`src/rtl/sqrt_magsq_feeder.sv`:
```
// Magnitude-squared feeder for the square-root block: X*X + Y*Y via a bit-serial
// shift-add multiplier, issued as a one-cycle pulse, then paced on SQRT_DONE with a timeout.
module sqrt_magsq_feeder #(
  parameter int IN_W    = 8,
  parameter int TIMEOUT = 32
) (
  input  logic                   CLK,
  input  logic                   RST,
  input  logic                   IN_VALID,
  output logic                   IN_READY,
  input  logic signed [IN_W-1:0] X,
  input  logic signed [IN_W-1:0] Y,
  output logic                   SQ_VALID,
  output logic [2*IN_W-1:0]      SQ,
  input  logic                   SQRT_DONE,
  output logic                   BUSY,
  output logic                   ERR
);

  localparam int SQ_W  = 2 * IN_W;
  localparam int CNT_W = $clog2(IN_W);
  localparam int TMO_W = $clog2(TIMEOUT + 1);
  localparam logic [CNT_W-1:0] CNT_MAX  = CNT_W'(IN_W - 1);
  localparam logic [TMO_W-1:0] TMO_LOAD = TMO_W'(TIMEOUT - 1);

  typedef enum logic [2:0] {
    S_IDLE,
    S_SQX,
    S_SQY,
    S_ISSUE,
    S_WAIT
  } state_t;

  state_t            state_reg;
  logic [IN_W-1:0]   x_abs_reg;
  logic [IN_W-1:0]   y_abs_reg;
  logic [CNT_W-1:0]  cnt_reg;
  logic [TMO_W-1:0]  tmo_reg;
  logic [SQ_W-1:0]   acc_reg;
  logic [SQ_W-1:0]   sq_reg;
  logic              sq_valid_reg;
  logic              err_reg;

  logic [IN_W-1:0]   x_u;
  logic [IN_W-1:0]   y_u;
  logic [IN_W-1:0]   x_abs_next;
  logic [IN_W-1:0]   y_abs_next;
  logic [IN_W-1:0]   op_sel;
  logic [CNT_W-1:0]  bit_idx;
  logic [SQ_W-1:0]   acc_next;
  logic [SQ_W-1:0]   term [IN_W];

  // Magnitude is held as IN_W-bit unsigned, so the most negative input maps to 2**(IN_W-1).
  always_comb begin
    x_u        = X;
    y_u        = Y;
    x_abs_next = x_u[IN_W-1] ? (~x_u + IN_W'(1)) : x_u;
    y_abs_next = y_u[IN_W-1] ? (~y_u + IN_W'(1)) : y_u;
  end

  // Counter runs down from IN_W-1, so the multiplier bit index walks LSB first.
  always_comb begin
    op_sel   = (state_reg == S_SQY) ? y_abs_reg : x_abs_reg;
    bit_idx  = CNT_MAX - cnt_reg;
    acc_next = acc_reg;
    if (op_sel[bit_idx]) begin
      acc_next = acc_reg + term[bit_idx];
    end
  end

  generate
    for (genvar gi = 0; gi < IN_W; gi++) begin : g_term
      assign term[gi] = {{IN_W{1'b0}}, op_sel} << gi;
    end
  endgenerate

  always_ff @(posedge CLK or posedge RST) begin
    if (RST) begin
      state_reg    <= S_IDLE;
      x_abs_reg    <= '0;
      y_abs_reg    <= '0;
      cnt_reg      <= '0;
      tmo_reg      <= '0;
      acc_reg      <= '0;
      sq_reg       <= '0;
      sq_valid_reg <= 1'b0;
      err_reg      <= 1'b0;
    end else begin
      sq_valid_reg <= 1'b0;
      err_reg      <= 1'b0;
      case (state_reg)
        S_IDLE: begin
          if (IN_VALID) begin
            x_abs_reg <= x_abs_next;
            y_abs_reg <= y_abs_next;
            acc_reg   <= '0;
            cnt_reg   <= CNT_MAX;
            state_reg <= S_SQX;
          end
        end
        S_SQX: begin
          acc_reg <= acc_next;
          if (cnt_reg == '0) begin
            cnt_reg   <= CNT_MAX;
            state_reg <= S_SQY;
          end else begin
            cnt_reg <= cnt_reg - 1'b1;
          end
        end
        S_SQY: begin
          acc_reg <= acc_next;
          if (cnt_reg == '0) begin
            state_reg <= S_ISSUE;
          end else begin
            cnt_reg <= cnt_reg - 1'b1;
          end
        end
        S_ISSUE: begin
          sq_reg       <= acc_reg;
          sq_valid_reg <= 1'b1;
          tmo_reg      <= TMO_LOAD;
          state_reg    <= S_WAIT;
        end
        S_WAIT: begin
          // A completion on the expiry edge takes priority over the timeout.
          if (SQRT_DONE) begin
            state_reg <= S_IDLE;
          end else if (tmo_reg == '0) begin
            err_reg   <= 1'b1;
            state_reg <= S_IDLE;
          end else begin
            tmo_reg <= tmo_reg - 1'b1;
          end
        end
        default: state_reg <= S_IDLE;
      endcase
    end
  end

  assign IN_READY = (state_reg == S_IDLE);
  assign BUSY     = (state_reg != S_IDLE);
  assign SQ_VALID = sq_valid_reg;
  assign SQ       = sq_reg;
  assign ERR      = err_reg;

endmodule

```
`config.mk`:
```
export PLATFORM = sky130hd
export DESIGN_NAME = sqrt_magsq_feeder
export DESIGN_NICKNAME = d
export VERILOG_FILES = /design/src/rtl/sqrt_magsq_feeder.sv
export SDC_FILE = /design/constraint.sdc
export NUM_CORES = 1
export LEC_CHECK = 0
export ABC_CLOCK_PERIOD_IN_PS = 3550
export BUFFER_PORTS_ARGS = -buffer_cell sky130_fd_sc_hd__buf_4
export CORE_MARGIN = 2
export CORE_UTILIZATION = 40
export DETAILED_ROUTE_END_ITERATION = 12
export PLACE_DENSITY = 0.56
export SETUP_SLACK_MARGIN = 0.1
export SLEW_MARGIN = 0
export SYNTH_ARGS = -nofsm -noshare
export SYNTH_HDL_FRONTEND = slang
export SYNTH_SLANG_ARGS = --single-unit
```
`constraint.sdc`:
```
create_clock -name CLK -period 3.55 [get_ports CLK]
set_clock_uncertainty 0.1 [all_clocks]
set_input_delay 0.1775 -clock CLK [delete_from_list [all_inputs] [get_ports CLK]]
set_output_delay 0.1775 -clock CLK [all_outputs]
set_load 0.05 [all_outputs]
```
==> impl_summary.log <==
INFO  metric status = complete, no violations
INFO  metric maxSlewHeadroom = 45.0%
INFO  metric track_usage = 17.3%
INFO  metric async_reset_ff_share = 100%
INFO  metric grt-ovfl-total = 0
INFO  metric number_of_vias_in_the_routed_layout = 3315
INFO  metric post-route-cell-area = 4960 sq um
INFO  metric synth_area_per_cell = 8.80 sq um
INFO  metric syn2layout_area_growth = 25.0%
INFO  metric die_ar = 10700 sq um
INFO  metric worst_ep_required_time = 3.67 ns
INFO  metric synth_largest_type_area_fraction = 39.1%
INFO  metric post_synth_cell_types = 55
INFO  metric fraction_of_layout_instances_using_a_drive_strength_above_1 = 23.6%
INFO  metric p_leak = 0.00244 uW
INFO  metric fin_crit = 3.39 ns
INFO  metric number_of_global_route_vias_before_repair = 3200
INFO  metric detail_route.iter0.violations = 152
INFO  metric crit_type = reg -> reg
INFO  metric grt_antenna_before_repair = 0
INFO  metric p_per_area = 1040 nW/um^2
INFO  metric place.gp.congestion = 0.883
INFO  metric io-pin-count = 40
INFO  metric largest_area_contributor_in_the_synthesized_netlist = dfrtp_1
INFO  metric crit_path_end_kind = flip-flop
INFO  metric placementRows = 36
INFO  metric synthTopCellsByCount = nand2_1, dfrtp_1, a21oi_1, mux2i_1, nor2_1
INFO  metric maxSlewViolCount = 0
INFO  metric port_buffers = 39
INFO  metric setup-violations-final = 0
INFO  metric synth.cell_area = 3970 sq um
INFO  metric cts_max_path_buffers = 2
INFO  metric cts_tree = yes
INFO  metric cts_made_buffers = 9
INFO  metric post_route_fraction_of_the_period_consumed_by_the_critical_path = 95.6%
INFO  metric ys_seq_elements = 62
INFO  metric worstSkewPairLatency = 0.34 ns
INFO  metric crit_chain = or3b_4, mux2i_4, a21oi_2, mux2i_2, o21ai_2, ha_4, a21o_1, or3_1, o2111a_2, o21ai_1, xor2_1, mux2i_1
INFO  metric num_antenna_cells = 0
INFO  metric synth.net_count = 494
INFO  metric timing_worst_slew_pin_value = 0.823 ns
INFO  metric placed_cell_area = 4510 sq um
INFO  metric yosysSeqAreaShare = 39.1%
INFO  metric fp.dieH = 104 um
INFO  metric setup-tns-final = 0 ns
INFO  metric floorplan.initialDensity = 41.0%
INFO  metric unrepaired_setup_endpoints_after_global_routing = true
INFO  metric die_w = 104 um
INFO  metric worst_hold_path_type = in -> reg
INFO  metric power.ir.vdd_worst = 0.000385 V
INFO  metric ctsRootBufferMaster = clkbuf_8
INFO  metric synth_top_flop_cell = dfrtp_1
INFO  metric critPathArrivalTime = 3.51 ns
INFO  metric finalWirelength = 8.85 mm
INFO  metric fillers = 918
INFO  metric dr.pass1.iters = 4
INFO  metric final_nets = 557
INFO  metric ff_latch_area = 1550 sq um
INFO  metric synthCells = 451
INFO  metric cp_max_fanout = 6
INFO  metric ctsHtreeMaxLevel = 3
INFO  metric critPathMaxStageDelay = 0.51 ns
INFO  metric drcViolationCount = 0
INFO  metric grt_pass1_wl = 15.1 mm
INFO  metric avgRoutedWirePerCell = 13.6 um
INFO  metric timing.critical_path.from_type = flip-flop
INFO  metric clkTransAtPathRegs = 0.07 ns
INFO  metric timing_hold_violations_final = 0
INFO  metric place_hpwl = 6.46 mm
INFO  metric tritoncts_num_sinks = 62
INFO  metric multi_input_comb_area = 2410 sq um
INFO  metric core_region_area = 9680 sq um
INFO  metric highest_clock_rate = 0.295 GHz
INFO  metric top_post_synthesis_cells_by_area = dfrtp_1, nand2_1, mux2i_1, ha_1, a21oi_1
INFO  metric count_of_flip_flops_with_a_built_in_enable_after_synthesis = 0
INFO  metric drtAntennaViolNets = 0
INFO  metric crit_path_top_delay_cell = or3b_4
INFO  metric synthMostInstantiatedCell = nand2_1
INFO  metric synthesis.yosys.warnings = 0
INFO  metric vias_per_cell = 5.09
INFO  metric max-cap-violations = 0
INFO  metric grt_max_degree = 40
==> routing by layer <==
metal  vias up  track usage (%)  wire length, um  share of wire [%]
met5         -                0                0                  0
li1       1691                -                -                  -
met2        36             26.7             3990                 45
met1      1579             24.4             4510                 51
met4         0             6.95              148                1.7
met3         9             2.64              203                2.3
==> cell families (layout without fill, tap and decap cells) <==
family | count (synthesis) | after routing | synth area share [%]
AND/OR/NAND/NOR | 171 | 172 | 19.5
AO/OA/AOI/OAI | 97 | 97 | 15.0
flip-flops | 62 | 62 | 39.1
buffers and inverters | 39 | 105 | 4.51
multiplexers | 32 | 32 | 8.45
XOR/XNOR | 27 | 27 | 5.96
adder cells (fa/ha/maj) | 23 | 23 | 7.44
==> worst paths after layout <==
check                                   from      endpoint  slack [ns]  depth (start not counted)
worst min register to register         SQ[4]         SQ[4]        0.37                          2
min in group asynchronous                RST        SQ[15]        0.46                          3
worst min-delay path                    Y[6]  y_abs_reg[7]        0.02                          3
worst max register to register  state_reg[0]   acc_reg[14]        0.16                         12
worst max-delay path            state_reg[0]   acc_reg[14]        0.16                         12
max in group asynchronous                RST   acc_reg[13]        2.19                          4
==> through the flow <==
step                      total power (uW)  instances  setup slack (ns)  utilization, %  hold WS [ns]
after floorplan                       3460        451             0.245               -         0.249
after global placement                4180        629           -0.0471            46.6         0.303
after detailed placement              4210        629           -0.0400            46.6         0.298
after CTS                             4990        647            0.0976            49.4       0.00598
after global routing                  5640        651           -0.0460            51.2        0.0217
final                                 5180        651             0.156            51.2        0.0187
==> cells in the final DEF, fill, tap and decap left out, drive strengths merged, types with 2 or more instances in the layout <==
cell / n
dfrtp: 62
xnor2: 10
nor3: 8
bufinv: 2
nor2: 27
and4bb: 2
mux2: 2
nor2b: 3
nor4: 3
nand2: 101
o211ai: 3
buf: 68
o21ai: 26
clkbuf: 11
or3b: 2
a31o: 3
o22ai: 4
or3: 5
a211oi: 6
nand3: 6
clkinv: 3
o22a: 2
xor2: 17
inv: 18
ha: 22
o31ai: 2
a21oi: 33
a21o: 3
dlygate4sd3: 2
or4b: 3
mux2i: 29
nand2b: 7
o21a: 6
==> repair_timing <==
item	in CTS	in global routing
setup buffers	1	3
setup endpoints to repair	4	7
resized for setup	7	31
endpoints found under the hold margin	38	0
pin swaps	0	13
cloned	0	1
hold buffers	2	0
==> power breakdown <==
part / switching, uW / total [uW] / internal [uW]
Combinational: 1810 / 3230 / 1420
Sequential: 243 / 1240 / 996
Clock: 276 / 704 / 427
Total: 2330 / 5180 / 2840
==> worst max-delay path: cells and delay by family, from the launching register on <==
family	cells	cell delay, ns
DFF	1	0.40
and+or+nand+nor	2	0.83
adders and majority gates	1	0.24
muxes	3	0.43
xor gates and xnor gates	1	0.17
AOI/OAI and AO/OA	5	1.10
==> layout make-up <==
| class | count | share of cell area (%) |
|---|---|---|
| timing repair buffer | 70 | 10.7 |
| inverter | 20 | 1.59 |
| multi-input combinational | 351 | 48.6 |
| clock inverter | 4 | 1.41 |
| tap | 133 | 3.35 |
| sequential | 62 | 31.3 |
| clock buffer | 11 | 3.05 |
Power figures use the tool's default switching activity.
